$ cat src/rtl/dac_frame_scheduler_if.sv
// Sample-requester and DAC-driver handshake bundle.
// master: the scheduler; slave: the requesters and the DAC driver.
interface dac_frame_scheduler_if;
    logic        req_a;
    logic [11:0] va_a;
    logic [11:0] vb_a;
    logic        ack_a;
    logic        req_b;
    logic [11:0] va_b;
    logic [11:0] vb_b;
    logic        ack_b;
    logic        dac_busy;
    logic        dac_start;
    logic [11:0] dac_va;
    logic [11:0] dac_vb;
    logic        owner_b;

    modport master (
        input  req_a, va_a, vb_a,
        input  req_b, va_b, vb_b,
        input  dac_busy,
        output ack_a, ack_b,
        output dac_start, dac_va, dac_vb, owner_b
    );

    modport slave (
        output req_a, va_a, vb_a,
        output req_b, va_b, vb_b,
        output dac_busy,
        input  ack_a, ack_b,
        input  dac_start, dac_va, dac_vb, owner_b
    );
endinterface

$ cat src/rtl/dac_frame_scheduler.sv
// Frame-rate scheduler for the dual-channel SPI DAC driver.
// Round-robin between two sample sources, busy supervision.
module dac_frame_scheduler #(
    parameter int unsigned SAMPLE_DIV   = 1000,
    parameter int unsigned BUSY_TIMEOUT = 4000,
    parameter int unsigned START_WINDOW = 8
) (
    input  logic                  qzt_clk,
    input  logic                  reset_n,
    input  logic                  enable,
    dac_frame_scheduler_if.master bus,
    output logic                  frame_tick,
    output logic [7:0]            missed_frames,
    output logic                  timeout_err
);

    localparam int unsigned TMR_MAX =
        (BUSY_TIMEOUT > START_WINDOW) ? BUSY_TIMEOUT : START_WINDOW;
    localparam int TMR_W = $clog2(TMR_MAX + 1);

    localparam logic [15:0]      DIV_LAST = 16'(SAMPLE_DIV - 1);
    localparam logic [TMR_W-1:0] SW_LAST  = TMR_W'(START_WINDOW - 1);
    localparam logic [TMR_W-1:0] BT_LAST  = TMR_W'(BUSY_TIMEOUT - 1);
    localparam logic [11:0]      MID      = 12'h800;

    typedef enum logic [1:0] {
        IDLE,
        ISSUE,
        WAIT_BUSY,
        WAIT_DONE
    } state_t;

    state_t           state_q;
    state_t           state_d;
    logic [15:0]      div_q;
    logic [TMR_W-1:0] tmr_q;
    logic [TMR_W-1:0] tmr_d;
    logic             to_set;
    logic             ptr_b;
    logic             owner_q;
    logic [11:0]      va_q;
    logic [11:0]      vb_q;
    logic             grant_a;
    logic             grant_b;
    logic             granted;
    logic [11:0]      sel_va;
    logic [11:0]      sel_vb;
    logic [11:0]      new_va;
    logic [11:0]      new_vb;

    // Frame divider; a low enable parks it at 0 so no ticks are produced
    always_ff @(posedge qzt_clk or negedge reset_n) begin
        if (!reset_n) begin
            div_q      <= '0;
            frame_tick <= 1'b0;
        end else if (!enable) begin
            div_q      <= '0;
            frame_tick <= 1'b0;
        end else if (div_q == DIV_LAST) begin
            div_q      <= '0;
            frame_tick <= 1'b1;
        end else begin
            div_q      <= div_q + 16'd1;
            frame_tick <= 1'b0;
        end
    end

    // Round-robin arbiter, only looks at the requests during ISSUE
    always_comb begin
        grant_a = 1'b0;
        grant_b = 1'b0;
        if (state_q == ISSUE) begin
            unique case (1'b1)
                (bus.req_a && bus.req_b): begin
                    grant_a = !ptr_b;
                    grant_b = ptr_b;
                end
                (bus.req_a && !bus.req_b): grant_a = 1'b1;
                (!bus.req_a && bus.req_b): grant_b = 1'b1;
                default: ;
            endcase
        end
    end

    // Offset-binary conversion of the granted pair: flip the sign bit
    always_comb begin
        sel_va  = grant_b ? bus.va_b : bus.va_a;
        sel_vb  = grant_b ? bus.vb_b : bus.vb_a;
        new_va  = {~sel_va[11], sel_va[10:0]};
        new_vb  = {~sel_vb[11], sel_vb[10:0]};
        granted = grant_a | grant_b;
    end

    // Driver-facing outputs; new words appear in the ISSUE cycle itself
    always_comb begin
        bus.dac_start = (state_q == ISSUE);
        bus.ack_a     = grant_a;
        bus.ack_b     = grant_b;
        bus.dac_va    = granted ? new_va  : va_q;
        bus.dac_vb    = granted ? new_vb  : vb_q;
        bus.owner_b   = granted ? grant_b : owner_q;
    end

    // Hold the last granted words and owner until the next grant
    always_ff @(posedge qzt_clk or negedge reset_n) begin
        if (!reset_n) begin
            va_q    <= MID;
            vb_q    <= MID;
            owner_q <= 1'b0;
            ptr_b   <= 1'b0;
        end else if (granted) begin
            va_q    <= new_va;
            vb_q    <= new_vb;
            owner_q <= grant_b;
            ptr_b   <= grant_a;
        end
    end

    // Next-state logic; tmr counts cycles since dac_start
    always_comb begin
        state_d = state_q;
        tmr_d   = tmr_q;
        to_set  = 1'b0;
        unique case (state_q)
            IDLE: begin
                if (frame_tick) begin
                    state_d = ISSUE;
                end
            end
            ISSUE: begin
                state_d = WAIT_BUSY;
                tmr_d   = TMR_W'(1);
            end
            WAIT_BUSY: begin
                tmr_d = tmr_q + TMR_W'(1);
                if (bus.dac_busy) begin
                    state_d = WAIT_DONE;
                end else if (tmr_q >= SW_LAST) begin
                    state_d = IDLE;
                    to_set  = 1'b1;
                end
            end
            WAIT_DONE: begin
                tmr_d = tmr_q + TMR_W'(1);
                if (!bus.dac_busy) begin
                    state_d = IDLE;
                end else if (tmr_q >= BT_LAST) begin
                    state_d = IDLE;
                    to_set  = 1'b1;
                end
            end
            default: state_d = IDLE;
        endcase
    end

    // State and transaction timer registers
    always_ff @(posedge qzt_clk or negedge reset_n) begin
        if (!reset_n) begin
            state_q <= IDLE;
            tmr_q   <= '0;
        end else begin
            state_q <= state_d;
            tmr_q   <= tmr_d;
        end
    end

    // Sticky status: timeouts and ticks lost while not idle
    always_ff @(posedge qzt_clk or negedge reset_n) begin
        if (!reset_n) begin
            timeout_err   <= 1'b0;
            missed_frames <= 8'd0;
        end else begin
            if (to_set) begin
                timeout_err <= 1'b1;
            end
            if (frame_tick && state_q != IDLE &&
                missed_frames != 8'hFF) begin
                missed_frames <= missed_frames + 8'd1;
            end
        end
    end

endmodule

$ cat src/flat_wrapper.sv
// flat-port wrapper written by rule: the top's interface ports become plain ports
module dac_frame_scheduler_flat 
#(
    parameter int unsigned SAMPLE_DIV   = 1000,
    parameter int unsigned BUSY_TIMEOUT = 4000,
    parameter int unsigned START_WINDOW = 8
)
  (qzt_clk, reset_n, enable, frame_tick, missed_frames, timeout_err, bus_req_a, bus_va_a, bus_vb_a, bus_req_b, bus_va_b, bus_vb_b, bus_dac_busy, bus_ack_a, bus_ack_b, bus_dac_start, bus_dac_va, bus_dac_vb, bus_owner_b);
  dac_frame_scheduler_if bus_i ();
  input  logic qzt_clk;
  input  logic reset_n;
  input  logic enable;
  output logic frame_tick;
  output logic [7:0] missed_frames;
  output logic timeout_err;
  input wire logic [$bits(bus_i.req_a)-1:0] bus_req_a;
  input wire logic [$bits(bus_i.va_a)-1:0] bus_va_a;
  input wire logic [$bits(bus_i.vb_a)-1:0] bus_vb_a;
  input wire logic [$bits(bus_i.req_b)-1:0] bus_req_b;
  input wire logic [$bits(bus_i.va_b)-1:0] bus_va_b;
  input wire logic [$bits(bus_i.vb_b)-1:0] bus_vb_b;
  input wire logic [$bits(bus_i.dac_busy)-1:0] bus_dac_busy;
  output wire logic [$bits(bus_i.ack_a)-1:0] bus_ack_a;
  output wire logic [$bits(bus_i.ack_b)-1:0] bus_ack_b;
  output wire logic [$bits(bus_i.dac_start)-1:0] bus_dac_start;
  output wire logic [$bits(bus_i.dac_va)-1:0] bus_dac_va;
  output wire logic [$bits(bus_i.dac_vb)-1:0] bus_dac_vb;
  output wire logic [$bits(bus_i.owner_b)-1:0] bus_owner_b;
  assign bus_i.req_a = bus_req_a;
  assign bus_i.va_a = bus_va_a;
  assign bus_i.vb_a = bus_vb_a;
  assign bus_i.req_b = bus_req_b;
  assign bus_i.va_b = bus_va_b;
  assign bus_i.vb_b = bus_vb_b;
  assign bus_i.dac_busy = bus_dac_busy;
  assign bus_ack_a = bus_i.ack_a;
  assign bus_ack_b = bus_i.ack_b;
  assign bus_dac_start = bus_i.dac_start;
  assign bus_dac_va = bus_i.dac_va;
  assign bus_dac_vb = bus_i.dac_vb;
  assign bus_owner_b = bus_i.owner_b;
  dac_frame_scheduler #(.SAMPLE_DIV(SAMPLE_DIV), .BUSY_TIMEOUT(BUSY_TIMEOUT), .START_WINDOW(START_WINDOW)) u_core (.qzt_clk(qzt_clk), .reset_n(reset_n), .enable(enable), .bus(bus_i), .frame_tick(frame_tick), .missed_frames(missed_frames), .timeout_err(timeout_err));
endmodule
$ cat config.mk
export PLATFORM = sky130hd
export DESIGN_NAME = dac_frame_scheduler_flat
export DESIGN_NICKNAME = d
export VERILOG_FILES = /design/src/rtl/dac_frame_scheduler_if.sv /design/src/rtl/dac_frame_scheduler.sv /design/src/flat_wrapper.sv
export SDC_FILE = /design/constraint.sdc
export NUM_CORES = 1
export LEC_CHECK = 0
export BUFFER_PORTS_ARGS = -buffer_cell sky130_fd_sc_hd__buf_2
export CAP_MARGIN = 5
export CORE_UTILIZATION = 51
export CTS_CLUSTER_DIAMETER = 120
export CTS_CLUSTER_SIZE = 30
export DETAILED_ROUTE_END_ITERATION = 10
export PLACE_DENSITY = 0.79
export SYNTH_ARGS = -nofsm -noshare
export SYNTH_HDL_FRONTEND = slang
export SYNTH_SLANG_ARGS = --single-unit
$ cat constraint.sdc
create_clock -name qzt_clk -period 1.9 [get_ports qzt_clk]
set_input_delay 0.19 -clock qzt_clk [delete_from_list [all_inputs] [get_ports qzt_clk]]
set_output_delay 0.19 -clock qzt_clk [all_outputs]
set_load 0.01 [all_outputs]
==> flow_summary.ini, run 1 <==
[worst_setup_path]
end_kind = primary output
critPathMaxFanout = 7
crit_type = reg2out
crit_required_ns = 1.71
arrival_ns = 1.80
cp-start-kind = flip-flop

[final_layout]
final_nets = 482
drive_gt1_share_pct = 38.37
n_fill_cell = 382
utilization_pct = 73.89
area.growth.synth_to_final_pct = 39.82
diodes = 0

[synthesis]
synth_top_area_share_pct = 51.49
synthesis.area_um2 = 3110
yosysSeqAreaShare_pct = 53.18
ys_seq_elements = 66
synth_top_cell_by_area = dfrtp_1
synth_cell_types = 39
ys_top_cells_by_area = dfrtp_1, mux2i_1, nand2_1, o21ai_0, xnor2_1
yosysWarningCount = 0
avgSynthCellArea_um2 = 10.30
synth_nets = 359
synth_cells = 302

[timing]
max_freq_mhz = 503.0
slew_headroom_pct = 63.51
setup_ws_ns = -0.08789
hold_viol = 0
period_share_pct = 104.6
slew_violations = 0
tightest_slew_ns = 0.5473
finalSetupViolations = 24
clock-skew-final_ns = 0.008844
min_period_ns = 1.988
rsz0062_at_grt = yes

[clock_tree]
clk_pin_slew_ns = 0.08
cts.sinks = 66
numCtsBuffers = 9
cts_buffer_depth = 2
clock_latency_ns = 0.34
h-tree-depth = 3
cts-root-buf = clkbuf_8
cts_tree = yes

[route]
first_pass_iters = 4
met1_length_mm = 3.455
vias = 2792
drt_iter0_drc = 106
routed_wl_mm = 8.392
ant_nets = 0
wl_met2_mm = 4.311
drc = 0
routedWlPerCell_um = 16.62
highest_layer = met4
vias_per_cell = 5.529
route.met3.wl_um = 337

[status]
status = complete, but fails checks
violations = setup timing

[hold_path]
hold_class = in2reg

[power_and_ir_drop]
ir_drop_mv = 0.9190
power.density_nw_per_um2 = 1267
p_total_mw = 5.512
p_leak_nw = 2.231

[die]
core_um2 = 5886
rows = 28
dieHeight_um = 80.10
io_pins = 92
die-area_um2 = 6415
initial_utilization_pct = 52.85
die_x_um = 80.10

[placed_design]
place.port_buffers = 91
finalWeightedCongestion = 0.8768
preCtsSetupSlack_ns = 0.1013
dp_hpwl_mm = 4.643

[grt]
grt-ovfl-total = 0
first_global_vias = 2800
grt_first_pass_wirelength_mm = 12.59
grt_max_degree = 44
grt_usage_pct = 26.16
antenna_found_initial = 0

[flow_run]
maxCapViolations = 0
sequential cells by signal, summed over array words and instances, names as in the netlist:
| name | cells |
|---|---|
| u_core.va_q | 12 |
| u_core.timeout_err | 1 |
| u_core.ptr_b | 1 |
| u_core.tmr_q | 12 |
| u_core.missed_frames | 8 |
| u_core.frame_tick | 1 |
| u_core.vb_q | 12 |
| u_core.owner_q | 1 |
| u_core.state_q | 2 |
| u_core.div_q | 16 |
routing by layer:
metal,vias up,GRT usage (%)
met4,0,14.64
met3,26,4.432
met1,1362,30.27
li1,1309,-
met5,-,0
met2,95,45.73
cell families after synthesis:
logic type | after synthesis | synth area share, %
adders and majority gates | 3 | 1.207
buffers and inverters | 19 | 2.856
DFF | 66 | 53.18
AOI/OAI and AO/OA | 45 | 8.287
xor gates and xnor gates | 22 | 6.195
and+or+nand+nor | 113 | 17.30
muxes | 34 | 10.98
stage by stage:
stage          hold WS [ns]  setup TNS [ns]  cells  instance area, um^2
6_report            0.06333         -0.9470    505                 4349
5_1_grt             0.06859          -3.446    505                 4349
4_1_cts             0.05381         -0.3013    495                 4217
3_5_place_dp         0.2091               0    467                 3714
3_3_place_gp         0.2035               0    467                 3714
2_1_floorplan       -0.1056               0    302                 3110
cells in the mapped netlist:
library cell   n
a211oi_1       1
a21bo_2        1
a21o_1         1
a21oi_1        4
a221o_1        1
a22o_1         1
a311oi_1       1
a31oi_1        3
and2_1         1
and3_1         8
and4_1         1
buf_2          5
buf_4          3
clkbuf_1       3
dfrtp_1       64
dfstp_2        2
ha_1           3
inv_1          8
mux2_2         1
mux2i_1       33
nand2_1       46
nand2b_1       1
nand3_1       11
nand3_2        1
nand4_1        6
nor2_1        19
nor3_1         5
nor3b_1        1
nor4_1         7
o211ai_1       1
o21ai_0       29
o22ai_1        1
o31ai_1        1
or2_2          2
or3_1          2
or4_1          1
or4_4          1
xnor2_1       16
xor2_1         6
where the power goes:
| part | switching (mW) | internal (mW) | total (mW) |
|---|---|---|---|
| clock network | 0.576 | 0.910 | 1.49 |
| logic | 1.06 | 1.01 | 2.07 |
| registers | 0.189 | 1.77 | 1.96 |
critical path: stages, from the launching register on:
cell	delay, ns
dfrtp_1	0.39
inv_2	0.09
nand2_4	0.06
inv_4	0.07
nand3_4	0.16
buf_12	0.21
mux2i_1	0.14
o21ai_2	0.17
buf_2	0.17
final cells by class:
class,instances,area (um^2),area share [%]
multi-input combinational,217,1441,33.14
timing repair buffer,123,875.8,20.14
clock buffer,10,137.6,3.165
clock inverter,6,113.9,2.618
tap,75,93.84,2.158
sequential,66,1654,38.03
inverter,8,32.53,0.7480
final timing paths:
kind	depth (start not counted)	slack, ns	from	to
min in group asynchronous	2	0.36	reset_n	u_core.tmr_q[9]
max reg2reg	4	0.15	u_core.div_q[8]	u_core.div_q[15]
min reg2reg	1	0.45	u_core.div_q[0]	u_core.div_q[0]
max	8	-0.09	u_core.state_q[1]	bus_dac_va[0]
min	3	0.06	bus_vb_b[0]	u_core.vb_q[0]
max in group asynchronous	3	0.85	reset_n	u_core.va_q[11]
repair_timing:
item / 4_1_cts / 5_1_grt
endpoints found under the setup margin: 25 / 39
buffers inserted: 7 / 8
hold endpoints to repair: 23 / 0
gates cloned: 4 / 2
hold buffers: 1 / 0
resized for setup: 46 / 3
pin swaps: 6 / 6
placed cells by master (no fill, tap or decap), types with 3 or more instances in the layout:
cell type	n
a21oi_1	4
a31oi_1	3
and3_1	7
buf_12	5
buf_16	4
buf_2	91
buf_4	20
bufinv_16	3
clkbuf_8	10
dfrtp_1	64
ha_1	3
inv_1	6
mux2i_1	33
nand2_1	42
nand2_2	3
nand3_1	10
nand4_1	6
nor2_1	19
nor3_1	5
nor4_1	7
o21ai_0	7
o21ai_1	11
o21ai_2	11
xnor2_1	16
xor2_1	6
Power figures use the tool's default switching activity.
==> run 2: changes to the inputs <==
CELL_PAD_IN_SITES_DETAIL_PLACEMENT = 1   (was default)
CELL_PAD_IN_SITES_GLOBAL_PLACEMENT = 1   (was default)
CORE_UTILIZATION = 39   (was 51)
PLACE_DENSITY = default   (was 0.79)
PLACE_DENSITY_LB_ADDON = 0.1   (was default)
==> run 2 against run 1 <==
The flow still finishes with violations (setup timing). Via count is 1.9% lower. Routed wire length is 4.2% higher. First-iteration DRC count is 15% lower. Worst hold slack worse by 0.0039 ns. Register-to-register slack better by 0.05 ns. Cell count is 4.4% higher. Core utilization is 17 points lower. Setup slack better by 0.067 ns. Flip-flop and latch count stayed put.
==> flow_summary.ini, run 2 (synthesis gave the netlist of run 1 again) <==
[status]
status = complete, but fails checks
violations = setup timing

[worst_setup_path]
crit_required_ns = 1.71
cp-start-kind = flip-flop
r2r-start = u_core.div_q[12]
end_kind = primary output
crit_top_cell = inv_2
cp_cell_sequence = inv_2, nand2_2, inv_2, and3_4, buf_12, mux2i_2, buf_2
cp_slowest_cell = dfrtp_1
reg2reg_slack_ns = 0.20
critPathTopFamily = buffers and inverters
crit_type = reg2out
critPathMaxFanout = 12
arrival_ns = 1.73
timing.rr.end = u_core.div_q[8]
critPathMaxStageDelay_ns = 0.39
r2r.worst_path.cells = 4
cp_num_buf_inv = 4

[route]
drt_iter0_drc = 90
drc = 0
met1_length_mm = 3.643
routed_wl_mm = 8.748
routedWlPerCell_um = 16.60
vias = 2740
ant_nets = 0
wl_met2_mm = 4.590
highest_layer = met4
vias_per_cell = 5.199
route.met3.wl_um = 239
first_pass_iters = 4

[timing]
clock-skew-final_ns = 0.006424
rsz0062_at_grt = yes
tightest_slew_ns = 0.4783
setup_ws_ns = -0.02086
finalSetupViolations = 4
max_freq_mhz = 520.6
fin_tns_setup_ns = -0.03372
slew_violations = 0
min_period_ns = 1.921
slew_headroom_pct = 67.87
hold_viol = 0
period_share_pct = 101.1

[clock_tree]
cts-root-buf = clkbuf_8
clock_latency_ns = 0.34
cts.sinks = 66
cts_buffer_depth = 2
cts_tree = yes
numCtsBuffers = 9
clk_pin_slew_ns = 0.07
h-tree-depth = 3

[final_layout]
fin_area_um2 = 4367
regMostFlops = u_core.div_q
final_common_cell = buf_2
final_nets = 477
drive_gt1_share_pct = 41.88
largest_reg_flops = 16
multi_input_area_um2 = 1530
n_fill_cell = 886
diodes = 0
stdcell_count = 527
final-seq-area_um2 = 1654
area.growth.synth_to_final_pct = 40.39
mostFrequentLayoutCells = buf_2, dfrtp_1, nand2_1, mux2i_1, o21ai_2

[hold_path]
hold_class = in2reg
worstHoldStart = bus_vb_b[0]
hold_end = u_core.vb_q[0]
hold_path_depth = 3

[placed_design]
dp_hpwl_mm = 5.324
place.port_buffers = 91
finalWeightedCongestion = 0.7525
place_inst = 494
placed_area_um2 = 3747

[grt]
first_global_vias = 3068
antenna_found_initial = 0
grt_usage_pct = 23.33
grt_max_degree = 67
grt_first_pass_wirelength_mm = 15.04
grt-ovfl-total = 0

[die]
die_x_um = 91.31
core_um2 = 7727
dieHeight_um = 91.31
rows = 32
io_pins = 92
die-area_um2 = 8337
initial_utilization_pct = 40.25

[flow_run]
maxCapViolations = 0

[power_and_ir_drop]
power.density_nw_per_um2 = 1226
p_total_mw = 5.355
p_leak_nw = 2.190
ir_drop_mv = 0.5733
run 2: changes by cell type in the layout (fill, tap and decap cells not counted), moves of 3 or more:
cell	delta
nand2_1	-8
o21ai_1	-11
mux2i_1	-4
clkbuf_1	+4
o21ai_2	+10
nand2_2	+8
buf_6	+3
mux2i_2	+4
buf_4	-5
run 2: cell type report:
cell class / count / area share [%]
repair buffers: 118 / 18.60
clock inverters: 2 / 1.375
well taps: 102 / 2.923
flip-flops and latches: 66 / 37.88
clock buffers: 14 / 3.496
inverters: 8 / 0.6877
multi-input cells: 217 / 35.04
run 2: stage by stage:
stage | worst slack, ns | hold WS, ns | util, %
floorplan | 0.04370 | -0.1056 | -
global placement | 0.1423 | 0.2426 | 48.49
detailed placement | 0.06478 | 0.2437 | 48.49
CTS | -0.04185 | 0.04168 | 55.70
global route | -0.1070 | 0.05250 | 56.51
finish | -0.02086 | 0.05938 | 56.51
run 2: how the worst max path moves through the flow:
stage	from	to	slack, ns	cells past startpoint
CTS	u_core.state_q[1]	bus_dac_va[11]	-0.04	7
global route	u_core.state_q[1]	bus_dac_va[0]	-0.11	8
global placement	u_core.div_q[12]	u_core.div_q[7]	0.14	4
finish	u_core.state_q[1]	bus_dac_vb[11]	-0.02	7
floorplan	u_core.state_q[1]	bus_dac_va[10]	0.04	8
detailed placement	u_core.state_q[1]	bus_dac_vb[9]	0.06	8
run 2: layer usage:
| metal | global-route usage [%] | vias up |
|---|---|---|
| li1 | - | 1301 |
| met1 | 27.03 | 1356 |
| met2 | 41.86 | 61 |
| met3 | 4.104 | 22 |
| met4 | 10.58 | 0 |
| met5 | 0 | - |
run 2: report_power, final:
group          switching, mW  internal (mW)  leakage (nW)
registers              0.179           1.77         0.857
logic                   1.09           1.02          1.23
clock network          0.528          0.778         0.105
total                   1.79           3.56          2.19
run 2: worst reg2reg max path, cell delays in order (launching register included):
cell	delay, ns
dfrtp_1	0.42
or4_1	0.57
nor4_2	0.22
a21bo_4	0.29
nor2_1	0.08
run 2: what timing repair did:
action / 4_1_cts / 5_1_grt
pin swaps: 1 / 0
setup buffers: 6 / 4
cloned: 4 / 0
endpoints found under the setup margin: 25 / 40
hold buffers: 3 / 0
hold endpoints to repair: 66 / 0
resized for setup: 69 / 8
